$ cat config.mk
export PLATFORM = sky130hd
export DESIGN_NAME = seg7_scan
export DESIGN_NICKNAME = d
export VERILOG_FILES = /design/src/rtl/seg7_pkg.sv /design/src/rtl/seg7_scan_bin2bcd8.sv /design/src/rtl/seg7_scan.sv
export SDC_FILE = /design/constraint.sdc
export NUM_CORES = 1
export LEC_CHECK = 0
export CAP_MARGIN = 20
export CORE_AREA = 4 4 121 123
export CTS_CLUSTER_DIAMETER = 100
export DETAILED_ROUTE_END_ITERATION = 8
export DIE_AREA = 0 0 125 127
export GPL_TIMING_DRIVEN = 0
export SYNTH_ARGS = -nofsm -noshare
export SYNTH_HDL_FRONTEND = slang
export SYNTH_SLANG_ARGS = --single-unit
export TNS_END_PERCENT = 10
$ cat constraint.sdc
create_clock -name clk -period 2.32 [get_ports clk]
set_input_delay 0.348 -clock clk [delete_from_list [all_inputs] [get_ports clk]]
set_output_delay 0.348 -clock clk [all_outputs]
set_load 0.1 [all_outputs]
$ cat src/rtl/seg7_pkg.sv
// Shared constants and types for the multiplexed seven-segment driver.
package seg7_pkg;

  // Number of multiplexed digits on the board display.
  localparam int NUM_DIGITS = 4;

  // Active-low segment patterns, bit order {g,f,e,d,c,b,a}, indexed by nibble value.
  localparam logic [6:0] SEG_TABLE [16] = '{
    7'h40, 7'h79, 7'h24, 7'h30,  // 0 1 2 3
    7'h19, 7'h12, 7'h02, 7'h78,  // 4 5 6 7
    7'h00, 7'h10, 7'h08, 7'h03,  // 8 9 A b
    7'h46, 7'h21, 7'h06, 7'h0E   // C d E F
  };

  // All segments dark.
  localparam logic [6:0] SEG_BLANK = 7'h7F;

  // Double-dabble converter states.
  typedef enum logic [1:0] {
    IDLE,
    CONV,
    DONE
  } conv_state_t;

  // One display buffer entry: active-low segments plus active-low decimal point.
  typedef struct packed {
    logic [6:0] seg;
    logic       dp;
  } digit_t;

  localparam digit_t DIGIT_BLANK = '{seg: SEG_BLANK, dp: 1'b1};
  localparam digit_t DIGIT_ZERO  = '{seg: 7'h40,     dp: 1'b1};

endpackage

$ cat src/rtl/seg7_scan_bin2bcd8.sv
// Sequential 8-bit binary to 3-digit BCD converter (double dabble).
// A start in IDLE loads the operand; eight CONV cycles of add-3/shift follow,
// then one DONE cycle during which bcd holds the result.
module bin2bcd8
  import seg7_pkg::*;
(
  input  logic        clk,
  input  logic        rst,
  input  logic        start,
  input  logic [7:0]  bin,
  output logic        busy,
  output logic        done,
  output logic [11:0] bcd
);

  conv_state_t state_reg, state_next;
  logic [2:0]  cnt_reg, cnt_next;
  logic [19:0] shift_reg, shift_next;
  logic [19:0] adj;

  // Add-3 correction on every BCD nibble that is 5 or more, before the shift.
  genvar gi;
  generate
    for (gi = 0; gi < 3; gi++) begin : g_adj
      assign adj[8 + 4*gi +: 4] = (shift_reg[8 + 4*gi +: 4] >= 4'd5)
                                  ? shift_reg[8 + 4*gi +: 4] + 4'd3
                                  : shift_reg[8 + 4*gi +: 4];
    end
  endgenerate
  assign adj[7:0] = shift_reg[7:0];

  // State, iteration counter and shift register.
  always_ff @(posedge clk) begin
    if (rst) begin
      state_reg <= IDLE;
      cnt_reg   <= '0;
      shift_reg <= '0;
    end else begin
      state_reg <= state_next;
      cnt_reg   <= cnt_next;
      shift_reg <= shift_next;
    end
  end

  // Next-state logic: load on start, iterate eight times, one result cycle.
  always_comb begin
    state_next = state_reg;
    cnt_next   = cnt_reg;
    shift_next = shift_reg;
    unique case (state_reg)
      IDLE: begin
        if (start) begin
          shift_next = {12'd0, bin};
          cnt_next   = '0;
          state_next = CONV;
        end
      end
      CONV: begin
        shift_next = {adj[18:0], 1'b0};
        cnt_next   = cnt_reg + 3'd1;
        if (cnt_reg == 3'd7) begin
          state_next = DONE;
        end
      end
      DONE: begin
        state_next = IDLE;
      end
      default: begin
        state_next = IDLE;
      end
    endcase
  end

  assign busy = (state_reg != IDLE);
  assign done = (state_reg == DONE);
  assign bcd  = shift_reg[19:8];

endmodule

$ cat src/rtl/seg7_scan.sv
// Four-digit multiplexed seven-segment driver for the 8-bit result bus.
// Detects input changes, converts to BCD, fills a four-entry display buffer
// and scans the active-low anodes with a prescaled refresh counter.
module seg7_scan
  import seg7_pkg::*;
#(
  parameter int REFRESH_DIV = 50000
) (
  input  logic       clk,
  input  logic       rst,
  input  logic [7:0] value,
  input  logic       hexMode,
  output logic [3:0] an,
  output logic [6:0] seg,
  output logic       dp,
  output logic       busy
);

  localparam int CNT_W = (REFRESH_DIV > 1) ? $clog2(REFRESH_DIV) : 1;
  localparam logic [CNT_W-1:0] CNT_MAX = CNT_W'(REFRESH_DIV - 1);

  logic [7:0]  last_val_reg;
  logic        last_mode_reg;
  logic        start;
  logic        conv_busy;
  logic        conv_done;
  logic [11:0] bcd;

  logic [CNT_W-1:0] ref_cnt_reg, ref_cnt_next;
  logic [1:0]       idx_reg, idx_next;
  logic             ref_wrap;

  digit_t conv_digits [NUM_DIGITS];
  digit_t buf_reg     [NUM_DIGITS];
  digit_t buf_next    [NUM_DIGITS];
  digit_t shown;

  // A new conversion is launched only from IDLE; changes while busy wait.
  assign start = ~conv_busy && ({value, hexMode} != {last_val_reg, last_mode_reg});

  // Remember the inputs that the current conversion is working on.
  always_ff @(posedge clk) begin
    if (rst) begin
      last_val_reg  <= '0;
      last_mode_reg <= 1'b0;
    end else if (start) begin
      last_val_reg  <= value;
      last_mode_reg <= hexMode;
    end
  end

  bin2bcd8 u_conv (
    .clk   (clk),
    .rst   (rst),
    .start (start),
    .bin   (value),
    .busy  (conv_busy),
    .done  (conv_done),
    .bcd   (bcd)
  );

  assign busy = conv_busy;

  // Build the four buffer entries from the finished conversion and the latched mode.
  always_comb begin
    for (int d = 0; d < NUM_DIGITS; d++) begin
      conv_digits[d] = DIGIT_BLANK;
    end
    if (last_mode_reg) begin
      conv_digits[1] = '{seg: SEG_TABLE[last_val_reg[7:4]], dp: 1'b1};
      conv_digits[0] = '{seg: SEG_TABLE[last_val_reg[3:0]], dp: 1'b0};
    end else begin
      if (bcd[11:8] != 4'd0) begin
        conv_digits[2] = '{seg: SEG_TABLE[bcd[11:8]], dp: 1'b1};
      end
      if (bcd[11:4] != 8'd0) begin
        conv_digits[1] = '{seg: SEG_TABLE[bcd[7:4]], dp: 1'b1};
      end
      conv_digits[0] = '{seg: SEG_TABLE[bcd[3:0]], dp: 1'b1};
    end
  end

  // Display buffer: each digit is replaced in the DONE cycle; reset shows "0".
  genvar gi;
  generate
    for (gi = 0; gi < NUM_DIGITS; gi++) begin : g_buf
      assign buf_next[gi] = conv_done ? conv_digits[gi] : buf_reg[gi];

      // Per-digit buffer register.
      always_ff @(posedge clk) begin
        if (rst) begin
          buf_reg[gi] <= (gi == 0) ? DIGIT_ZERO : DIGIT_BLANK;
        end else begin
          buf_reg[gi] <= buf_next[gi];
        end
      end
    end
  endgenerate

  // Refresh prescaler and digit index; the index steps when the counter wraps.
  assign ref_wrap     = (ref_cnt_reg == CNT_MAX);
  assign ref_cnt_next = ref_wrap ? '0 : ref_cnt_reg + CNT_W'(1);
  assign idx_next     = ref_wrap ? idx_reg + 2'd1 : idx_reg;

  // Prescaler and index registers.
  always_ff @(posedge clk) begin
    if (rst) begin
      ref_cnt_reg <= '0;
      idx_reg     <= '0;
    end else begin
      ref_cnt_reg <= ref_cnt_next;
      idx_reg     <= idx_next;
    end
  end

  // Outputs are taken from the next buffer and next index so that a commit
  // and an index step landing on the same edge show the new data at once.
  assign shown = buf_next[idx_next];

  // Registered anode, segment and decimal-point outputs.
  always_ff @(posedge clk) begin
    if (rst) begin
      an  <= 4'b1111;
      seg <= SEG_BLANK;
      dp  <= 1'b1;
    end else begin
      an  <= ~(4'b0001 << idx_next);
      seg <= shown.seg;
      dp  <= shown.dp;
    end
  end

endmodule

==> results by group <==
Timing
  • Final worst slack: 0.1036 ns
  • Clock skew: 0.008005 ns
  • RSZ-0062 raised after global routing: true
  • Maximum clock frequency: 451.2 MHz
  • Final Hold Vio Count: 0
  • Slew Viols, Final: 0
  • Period utilization: 0.9554
  • Worst slew margin: 0.3432
  • Worst-Margin Slew: 0.9822 ns
  • Final setup violation count: 0
  • Min Tclk post-route: 2.216 ns

Setup path
  • Flop2flop setup slack: 0.10 ns
  • CP Class: flip-flop to flip-flop
  • Crit path required time: 2.62 ns
  • CP arrival: 2.51 ns
  • Startpoint Class: flip-flop
  • Crit. End Element: flip-flop
  • CP Max Fanout: 10

Pwr
  • Leak pwr: 0.002254 uW
  • PnR Total Power: 3578 uW
  • Max VDD drop: 0.3287 mV
  • Power density cells: 583.0 mW/mm^2

Clock network
  • Num Clock Sinks: 96
  • # H-tree levels: 3
  • Num CTS Buffers: 9
  • CTS tree: yes
  • Max clock buf depth: 2
  • Clock transition at path regs: 0.07 ns
  • Hold buffers post-CTS: 0
  • Worst-Skew Late Latency: 0.35 ns
  • Root buffer cell: clkbuf_16

Cells and area
  • Fill count: 1372
  • Diode count: 0
  • Share of cells above drive strength 1: 0.09211
  • Fin cells: 864
  • Nets: 729
  • Synthesis-to-layout area growth: 14.74%
  • Max reg flops: 32

Placement
  • Dpl hpwl: 9.929 mm
  • Pre-CTS setup slack: -0.1324 ns
  • Placed Cells: 847
  • Number of I/O port buffers: 22
  • Gpl congestion: 0.8596

Logic synthesis
  • Post-synth top area cell: dfxtp_1
  • Syn Nets: 695
  • Yosys synthesis warning count: 0
  • EDFF count, synth: 0
  • Syn_area_per_cell: 8.293 sq um
  • Post-synthesis cell area: 0.005349 sq mm
  • Cells after synthesis: 645
  • Top-area cell type share of the netlist area: 0.3593
  • Ranking of synthesized cells by area: dfxtp_1 36%, ha_1 9.1%, nand2_1 5.3%
  • Synth Flop Type: dfxtp_1
  • Number of distinct library cells after synthesis: 68
  • Share of synthesized registers carrying an async set or reset: 0
  • Number of synthesized register bits: 96
  • Seq/Total Area, Yosys: 0.3593

Die
  • Die Height: 127 um
  • Core footprint: 0.01367 sq mm
  • Io pins: 24
  • Core Rows: 43
  • Starting density of the core: 0.3914
  • DIE AREA: 0.01588 sq mm
  • Chip Width: 125 um

Detailed routing
  • WL/cell: 15.46 um
  • Aggregate routed wire length: 13.36 mm
  • First-pass DRT Iterations: 5
  • Drt drc: 0
  • Vias/cell: 5.362
  • Remaining antenna violation count: 0
  • Via count: 4633
  • Initial DRC count: 200

Global routing
  • Initial antenna violation count: 0
  • Number of global-route vias before repair: 4464
  • First-pass GRT wire length: 22.11 mm
  • All-Layer GR Usage: 0.1701
  • Largest net degree at the start of global routing: 17
  • Grt ovf: 0

Run
  • Max cap viols: 0

Hold path
  • Worst min path class: flip-flop to flip-flop

Outcome
  • Status: finished clean
cells in the final DEF, fill, tap and decap left out, types with 7 or more instances in the layout:
| master | n |
|---|---|
| xnor2_1 | 10 |
| or3_1 | 16 |
| ha_1 | 39 |
| o211ai_1 | 10 |
| nand2b_1 | 20 |
| nand3_1 | 21 |
| nor3_1 | 12 |
| nand2_1 | 75 |
| clkdlybuf4s50_1 | 21 |
| dfxtp_1 | 93 |
| a21oi_1 | 45 |
| nor2b_1 | 11 |
| xor2_1 | 18 |
| inv_1 | 19 |
| or2_2 | 10 |
| mux2i_1 | 7 |
| o21ai_0 | 31 |
| clkbuf_16 | 9 |
| clkbuf_1 | 30 |
| a211oi_1 | 7 |
| buf_2 | 12 |
| a31oi_1 | 17 |
| nor2_1 | 56 |
path summary, 6_finish.rpt:
check                               startpoint       endpoint  cells after the start
worst max-delay path            ref_cnt_reg[0]         seg[2]                      7
worst min-delay path             buf_reg[3][5]  buf_reg[3][5]                      1
worst max register to register  ref_cnt_reg[0]         seg[2]                      7
worst min register to register   buf_reg[3][5]  buf_reg[3][5]                      1
layer usage:
layer | global-route usage | wire length [um] | vias up
met2 | 0.2797 | 6121 | 91
met5 | 0 | 0 | -
met4 | 0.07143 | 363 | 0
met3 | 0.02717 | 479 | 28
met1 | 0.2234 | 6394 | 2187
li1 | - | - | 2327
logic make-up after synthesis:
group | Yosys count | share of synthesized area
muxes | 11 | 0.02573
adders and majority gates | 39 | 0.09123
DFF | 96 | 0.3593
and+or+nand+nor | 254 | 0.2449
AOI/OAI and AO/OA | 149 | 0.1754
xor gates and xnor gates | 31 | 0.05357
buffers and inverters | 65 | 0.04982
report_power, final:
group          switching [uW]  internal [uW]
Clock                     654            842
Sequential               30.7           1680
Combinational             250            117
worst max-delay path: stages, from the launching register on:
cell,delay [ns]
dfxtp_1,0.37
ha_1,0.23
nand3_2,0.12
nor4_2,0.23
nand4_1,0.30
o21ai_2,0.51
nor2b_1,0.27
a2111o_1,0.13
metrics by stage:
step	TNS (ns)	cell area (sq um)	utilization	hold slack (ns)
after global routing	-0.1803	6137	0.4491	0.4716
after floorplan	0	5349	-	0.4083
after CTS	0	6102	0.4465	0.4444
final	0	6137	0.4491	0.4431
after global placement	-0.6863	5794	0.4240	0.4219
after detailed placement	-0.6730	5794	0.4240	0.4252
cell usage after synthesis (all sizes together), types with 5 or more instances:
cell type and instances:
a211oi 8, a21oi 45, a22oi 6, a31oi 17, and3 5, buf 17, clkbuf 29, dfxtp 96
ha 39, inv 19, mux2i 7, nand2 75, nand2b 20, nand3 22, nand4 6, nor2 57
nor2b 11, nor3 13, o211ai 10, o21ai 33, o311ai 6, or2 10, or3 16, xnor2 12
xor2 19
timing repair:
| action | 4_1_cts | 5_1_grt |
|---|---|---|
| setup buffers | 0 | 1 |
| setup endpoints to repair | 4 | 16 |
| resized for setup | 4 | 7 |
| gates cloned | 0 | 0 |
area by class of cell:
class,count,area (sq um),area share
multi-input cells,484,3197,0.5209
flip-flops and latches,96,1926,0.3138
clock buffers,10,229.0,0.03731
repair buffers,23,226.5,0.03690
well taps,180,225.2,0.03670
plain buffers,46,196.4,0.03201
inverters,19,71.32,0.01162
clock inverters,6,66.31,0.01081
No activity file was read; power rests on OpenSTA's default activity.
